<file path="config.mk">
export PLATFORM = sky130hd
export DESIGN_NAME = grid_led_pairs
export DESIGN_NICKNAME = d
export VERILOG_FILES = /design/src/rtl/grid_led_pairs.sv
export SDC_FILE = /design/constraint.sdc
export NUM_CORES = 1
export LEC_CHECK = 0
export ABC_AREA = 1
export BUFFER_PORTS_ARGS = -buffer_cell sky130_fd_sc_hd__buf_2
export CAP_MARGIN = 10
export CELL_PAD_IN_SITES_DETAIL_PLACEMENT = 1
export CELL_PAD_IN_SITES_GLOBAL_PLACEMENT = 1
export CORE_ASPECT_RATIO = 0.75
export CORE_UTILIZATION = 30
export CTS_BUF_LIST = sky130_fd_sc_hd__clkbuf_8
export DETAILED_ROUTE_END_ITERATION = 10
export HOLD_SLACK_MARGIN = 0.12
export PLACE_DENSITY_LB_ADDON = 0.1
export SLEW_MARGIN = 20
export SYNTH_ARGS = -nofsm -noshare
export SYNTH_HDL_FRONTEND = slang
export SYNTH_SLANG_ARGS = --single-unit
</file>
<file path="constraint.sdc">
create_clock -name clock -period 2.4 [get_ports clock]
set_clock_uncertainty 0.1 [all_clocks]
set_input_delay 0.72 -clock clock [delete_from_list [all_inputs] [get_ports clock]]
set_output_delay 0.72 -clock clock [all_outputs]
set_load 0.05 [all_outputs]
</file>
<file path="src/rtl/grid_led_pairs.sv">
// -----------------------------------------------------------------------------
// grid_led_pairs
//
// LED-grid driver for a card-matching game. The block takes card picks one at
// a time, lights each picked card, and compares the symbols of each pair.
// Matched pairs stay lit for good. A mismatched pair stays lit for a hold window
// and is then turned off. When every location is matched, all_found rises and
// the block stops accepting picks until reset.
//
// Parameters
//   ROWS, COLS   grid size; N = ROWS*COLS must be even
//   SYMW         card symbol width
//   HOLD_CYCLES  cycles a mismatched pair stays lit (>= 1)
//   BLINK_LOG2   blink half-period = 2**BLINK_LOG2 cycles (blink build only)
//
// Ports (IDXW = $clog2(N))
//   clock        in   system clock, rising edge
//   reset_n      in   asynchronous active-low reset
//   pick_valid   in   pick request
//   pick_ready   out  block can accept a pick (decoded from state)
//   pick_loc     in   [IDXW] grid index, row*COLS+col
//   pick_sym     in   [SYMW] symbol stored at pick_loc
//   leds         out  [N] LED drive, bit i = location i
//   found        out  [N] matched locations
//   match_pulse  out  one-cycle pulse per matched pair
//   miss_pulse   out  one-cycle pulse when a mismatched pair is hidden
//   pick_err     out  one-cycle pulse per rejected pick
//   all_found    out  every location matched
//
// Build option
//   GRID_LED_PAIRS_BLINK_EN  when defined, the mismatched pair blinks during
//                            the hold window. The found LEDs stay steady.
// -----------------------------------------------------------------------------
module grid_led_pairs #(
  parameter  int ROWS        = 6,
  parameter  int COLS        = 6,
  parameter  int SYMW        = 5,
  parameter  int HOLD_CYCLES = 50_000_000,
  parameter  int BLINK_LOG2  = 22,
  localparam int N           = ROWS * COLS,
  localparam int IDXW        = $clog2(N)
) (
  input  logic            clock,
  input  logic            reset_n,
  input  logic            pick_valid,
  output logic            pick_ready,
  input  logic [IDXW-1:0] pick_loc,
  input  logic [SYMW-1:0] pick_sym,
  output logic [N-1:0]    leds,
  output logic [N-1:0]    found,
  output logic            match_pulse,
  output logic            miss_pulse,
  output logic            pick_err,
  output logic            all_found
);

  localparam int              CNTW      = (HOLD_CYCLES > 1) ? $clog2(HOLD_CYCLES) : 1;
  localparam logic [IDXW:0]   LOC_LIMIT = (IDXW + 1)'(N);
  localparam logic [CNTW-1:0] HOLD_LOAD = CNTW'(HOLD_CYCLES - 1);

  if ((N % 2) != 0) begin : g_odd_grid
    $error("grid_led_pairs: ROWS*COLS must be even");
  end
  if (HOLD_CYCLES < 1) begin : g_bad_hold
    $error("grid_led_pairs: HOLD_CYCLES must be at least 1");
  end

  typedef enum logic [1:0] {
    S_IDLE,  // no card face-up
    S_ONE,   // first card face-up
    S_HOLD,  // mismatched pair face-up
    S_DONE   // every location matched
  } state_t;

  state_t          state, state_n;
  logic [IDXW-1:0] loc1, loc1_n, loc2, loc2_n;
  logic [SYMW-1:0] sym1, sym1_n;
  logic [CNTW-1:0] hold_cnt, hold_cnt_n;
  logic [N-1:0]    faceup, faceup_n, found_n, leds_n;
  logic            match_n, miss_n, err_n;
  logic            fire, in_range, bad_pick, show_faceup;
  logic [N-1:0]    pick_bit, loc1_bit, loc2_bit;

  assign pick_ready = (state == S_IDLE) || (state == S_ONE);
  assign fire       = pick_valid && pick_ready;

  // An out-of-range index gets no one-hot bit. This keeps found checks and
  // face-up writes from touching a location that does not exist.
  assign in_range = {1'b0, pick_loc} < LOC_LIMIT;
  assign pick_bit = in_range ? (N'(1) << pick_loc) : '0;
  assign loc1_bit = N'(1) << loc1;
  assign loc2_bit = N'(1) << loc2;

  assign bad_pick = !in_range || ((found & pick_bit) != '0) ||
                    ((state == S_ONE) && (pick_loc == loc1));

  always_comb begin
    // NOTE: every signal gets a default first so no path leaves one unassigned,
    // which would infer a latch.
    state_n    = state;
    loc1_n     = loc1;
    loc2_n     = loc2;
    sym1_n     = sym1;
    hold_cnt_n = hold_cnt;
    faceup_n   = faceup;
    found_n    = found;
    match_n    = 1'b0;
    miss_n     = 1'b0;
    err_n      = 1'b0;

    unique case (state)
      S_IDLE: begin
        if (fire) begin
          if (bad_pick) begin
            err_n = 1'b1;
          end else begin
            loc1_n   = pick_loc;
            sym1_n   = pick_sym;
            faceup_n = faceup | pick_bit;
            state_n  = S_ONE;
          end
        end
      end

      S_ONE: begin
        if (fire) begin
          if (bad_pick) begin
            err_n = 1'b1;
          end else if (pick_sym == sym1) begin
            found_n  = found | loc1_bit | pick_bit;
            faceup_n = faceup & ~loc1_bit;
            match_n  = 1'b1;
            state_n  = (&found_n) ? S_DONE : S_IDLE;
          end else begin
            loc2_n     = pick_loc;
            faceup_n   = faceup | pick_bit;
            hold_cnt_n = HOLD_LOAD;
            state_n    = S_HOLD;
          end
        end
      end

      S_HOLD: begin
        if (hold_cnt == '0) begin
          faceup_n = faceup & ~(loc1_bit | loc2_bit);
          miss_n   = 1'b1;
          state_n  = S_IDLE;
        end else begin
          hold_cnt_n = hold_cnt - 1'b1;
        end
      end

      S_DONE: ;

      default: state_n = S_IDLE;
    endcase
  end

`ifdef GRID_LED_PAIRS_BLINK_EN
  logic [BLINK_LOG2:0] blink_cnt, blink_n;

  // The counter runs freely and restarts on HOLD entry, so every hold window
  // begins in the "on" phase. The phase bit is taken from the next count
  // because leds is registered on the same edge.
  always_comb begin
    blink_n = blink_cnt + 1'b1;
    if ((state == S_ONE) && (state_n == S_HOLD)) blink_n = '0;
  end

  assign show_faceup = !((state_n == S_HOLD) && blink_n[BLINK_LOG2]);

  always_ff @(posedge clock or negedge reset_n) begin
    if (!reset_n) blink_cnt <= '0;
    else          blink_cnt <= blink_n;
  end
`else
  assign show_faceup = 1'b1;
`endif

  assign leds_n = found_n | (show_faceup ? faceup_n : '0);

  // NOTE: sequential state uses non-blocking assignments, so every register
  // samples pre-edge values. Every register is reset because the whole game
  // restarts on reset_n.
  always_ff @(posedge clock or negedge reset_n) begin
    if (!reset_n) begin
      state       <= S_IDLE;
      loc1        <= '0;
      loc2        <= '0;
      sym1        <= '0;
      hold_cnt    <= '0;
      faceup      <= '0;
      found       <= '0;
      leds        <= '0;
      match_pulse <= 1'b0;
      miss_pulse  <= 1'b0;
      pick_err    <= 1'b0;
      all_found   <= 1'b0;
    end else begin
      state       <= state_n;
      loc1        <= loc1_n;
      loc2        <= loc2_n;
      sym1        <= sym1_n;
      hold_cnt    <= hold_cnt_n;
      faceup      <= faceup_n;
      found       <= found_n;
      leds        <= leds_n;
      match_pulse <= match_n;
      miss_pulse  <= miss_n;
      pick_err    <= err_n;
      all_found   <= (state_n == S_DONE);
    end
  end

endmodule

</file>
==> impl_metrics.tcl <==
set metrics [dict create \
    cts_tree "done" \
    synth_edf_count 0 \
    timing.final.ws_setup_ns -0.0878 \
    reg2reg_from "loc1[0]$_DFFE_PN0P_" \
    clkTransAtPathRegs_ns 0.09 \
    num_vias 12700 \
    power_density_mw_per_mm2 351 \
    hpwlAfterDp_mm 40.4 \
    cts_buffers 17 \
    layout_common_cells "nand2_1 (353), buf_4 (292), inv_1 (202)" \
    cap_violations 0 \
    routed_wl_mm 55.0 \
    cp_data_required_time_ns 2.75 \
    yosysSeqAreaShare_pct 38.6 \
    ir_drop_mv 0.302 \
    drc 0 \
    drt-wirelength-per-cell_um 22.8 \
    hold_viol 0 \
    htreeDepth 4 \
    num_rows 57 \
    critical_path.endpoint "state[1]$_DFF_PN0_" \
    critPathMaxFanout 5 \
    p_clk_share_pct 40.6 \
    p_int_mw 4.07 \
    postLayoutCoreUtil_pct 49.1 \
    arrival_ns 2.84 \
    antenna_found_initial 0 \
    switching_share_pct 28.1 \
    async_flop_share_pct 100 \
    io_buffers 90 \
    ys_warn_count 0 \
    syn_nets 1556 \
    setup_viol 12 \
    p_seq_share_pct 47.4 \
    cts.sinks 157 \
    gp_congestion 1.00 \
    grt_pass1_wl_mm 77.5 \
    power.switching_mw 1.59 \
    tightest_slew_ns 0.584 \
    period_share_pct 104 \
    r2r-end "state[1]$_DFF_PN0_" \
    fin_crit_ns 2.49 \
    final_common_cell "nand2_1" \
    ys_dominant_reg_cell "dfrtp_1" \
    worstSetupStartpoint "loc1[0]$_DFFE_PN0P_" \
    ys_seq_elements 157 \
    crit_type "flip-flop to flip-flop" \
    hold_start "pick_sym[3]" \
    grt_max_degree 39 \
    fp.dieH_um 161 \
    rsz0062_at_grt "yes" \
    finalMaxSlewViolations 0 \
    leakagePower_nw 8.61 \
    core_mm2 0.0329 \
    syn-cell-area_mm2 0.0102 \
    ant_nets 0 \
    outcome "complete, but fails checks" \
    initial_core_util_pct 30.9 \
    hold_class "primary input to flip-flop" \
    grt_overflow 0 \
    worstSkewPairLatency_ns 0.52 \
    avgViaCountPerCell 5.25 \
    root_buffer "clkbuf_8" \
    yosysUniqueCellTypes 46 \
    p_total_mw 5.66 \
    relSlewSlack_pct 61.1 \
    reg2regPathDepth 16 \
    drt_first_pass_iters 5 \
    rrSetupSlack_ns -0.09 \
    drt-initial-drc-count 1183 \
    start_kind "flip-flop" \
    fp.dieW_um 215 \
    clock_path_buffers 2 \
    areaGrowthSynthToFinish_pct 58.7 \
    fmax_mhz 402 \
    io_pins 91 \
    grt_pass1_vias 12400 \
    combPwrFrac_pct 12.0 \
    die_area_mm2 0.0346 \
    syn_inst 1541 \
    drive_gt1_share_pct 40.7 \
    pre_cts_ws_ns -1.02 \
    violations "negative setup slack" \
    grt_use_total_pct 30.2 \
    endpoint_kind "flip-flop" \
    final_nets 1971 \
    syn_avg_cell_area_um2 6.60 \
]
-- critical path: stages, from the launching register on --
cell and delay, ns:
dfrtp_2 0.49, inv_4 0.10, buf_12 0.10, nand3_1 0.12
nor2_1 0.14, nand2_1 0.15, nand3_2 0.18, nand2_1 0.07
nor2_1 0.17, buf_4 0.17, nand2_1 0.09, nor2_1 0.11
nand3b_1 0.11, nand2_1 0.07, nand2_1 0.07, buf_4 0.13
nand2_1 0.05
-- flip-flops by register name, summed over array words and instances (netlist names) --
| name | flops |
|---|---|
| miss_pulse | 1 |
| sym1 | 5 |
| loc1 | 6 |
| hold_cnt | 26 |
| leds | 36 |
| loc2 | 6 |
| all_found | 1 |
| pick_err | 1 |
| match_pulse | 1 |
| found | 36 |
| state | 2 |
| faceup | 36 |
-- stage by stage --
stage / cell area, um^2 / hold slack [ns] / TNS [ns] / cells
floorplan: 10400 / 0.324 / -2.90 / 1541
global placement: 13500 / 0.374 / -106.55 / 2316
detailed placement: 13500 / 0.387 / -111.09 / 2316
CTS: 14400 / 0.339 / -0.00386 / 2361
global route: 16100 / 0.382 / -6.95 / 2409
finish: 16100 / 0.362 / -0.283 / 2410
-- worst min-delay path by stage --
stage | end | slack [ns] | cells past startpoint
global placement | sym1[4]$_DFFE_PN0P_ | 0.37 | 2
CTS | sym1[3]$_DFFE_PN0P_ | 0.34 | 3
global route | sym1[4]$_DFFE_PN0P_ | 0.38 | 3
detailed placement | sym1[2]$_DFFE_PN0P_ | 0.39 | 2
finish | sym1[3]$_DFFE_PN0P_ | 0.36 | 3
floorplan | all_found$_DFF_PN0_ | 0.32 | 0
-- synth_stat cells (15+ instances only) --
master      n  area [um^2]
nand4_1    44          275
o22ai_1    20          125
nand2_1   449         1690
a21oi_1    52          260
nor3_1     26          130
inv_1     220          826
nor2_1    170          638
nand3_1   136          681
dfrtp_1   157         3930
o21ai_0   119          596
clkbuf_1   29          109
buf_2      15         75.1
-- cell type report --
type / count / area (um^2)
well taps: 442 / 553
clock buffers: 18 / 248
diodes: 1 / 2.50
inverters: 234 / 947
flip-flops and latches: 157 / 3930
multi-input cells: 1091 / 6370
fillers: 4097 / 16700
repair buffers: 455 / 3910
clock inverters: 12 / 173
-- timing repair --
item                                    in CTS  in global routing
endpoints found under the hold margin       31                  0
setup buffers                               13                 39
gates resized for setup                     93                348
endpoints found under the setup margin     150                145
pin swaps                                   24                 99
hold buffers                                 1                  0
cloned                                       1                 12
-- kinds of logic (layout without fill, tap and decap cells) --
group | after synthesis | count (layout) | share of synthesized area (%)
other cells | 0 | 1 | 0
fa+ha+maj | 1 | 1 | 0.123
compound gates | 223 | 223 | 11.9
xor+xnor | 13 | 13 | 1.12
flops | 157 | 157 | 38.6
buf+inv | 293 | 719 | 11.8
simple gates | 854 | 854 | 36.5
-- power by group through the flow --
| stage | registers [mW] | clock network, mW | logic [mW] |
|---|---|---|---|
| after global routing | 2.69 | 2.41 | 0.717 |
| after CTS | 2.68 | 2.34 | 0.557 |
| after global placement | 2.73 | 0 | 0.514 |
| after floorplan | 2.80 | 0 | 0.175 |
| after detailed placement | 2.73 | 0 | 0.521 |
| final | 2.68 | 2.30 | 0.681 |
-- layer usage --
metal | GRT usage, % | vias to the layer above | wire (um)
met5 | 0 | - | 0
met4 | 7.69 | 0 | 1230
li1 | - | 5763 | -
met2 | 43.5 | 508 | 23200
met1 | 44.5 | 6302 | 25900
met3 | 7.44 | 82 | 4610
Power figures use the tool's default switching activity.
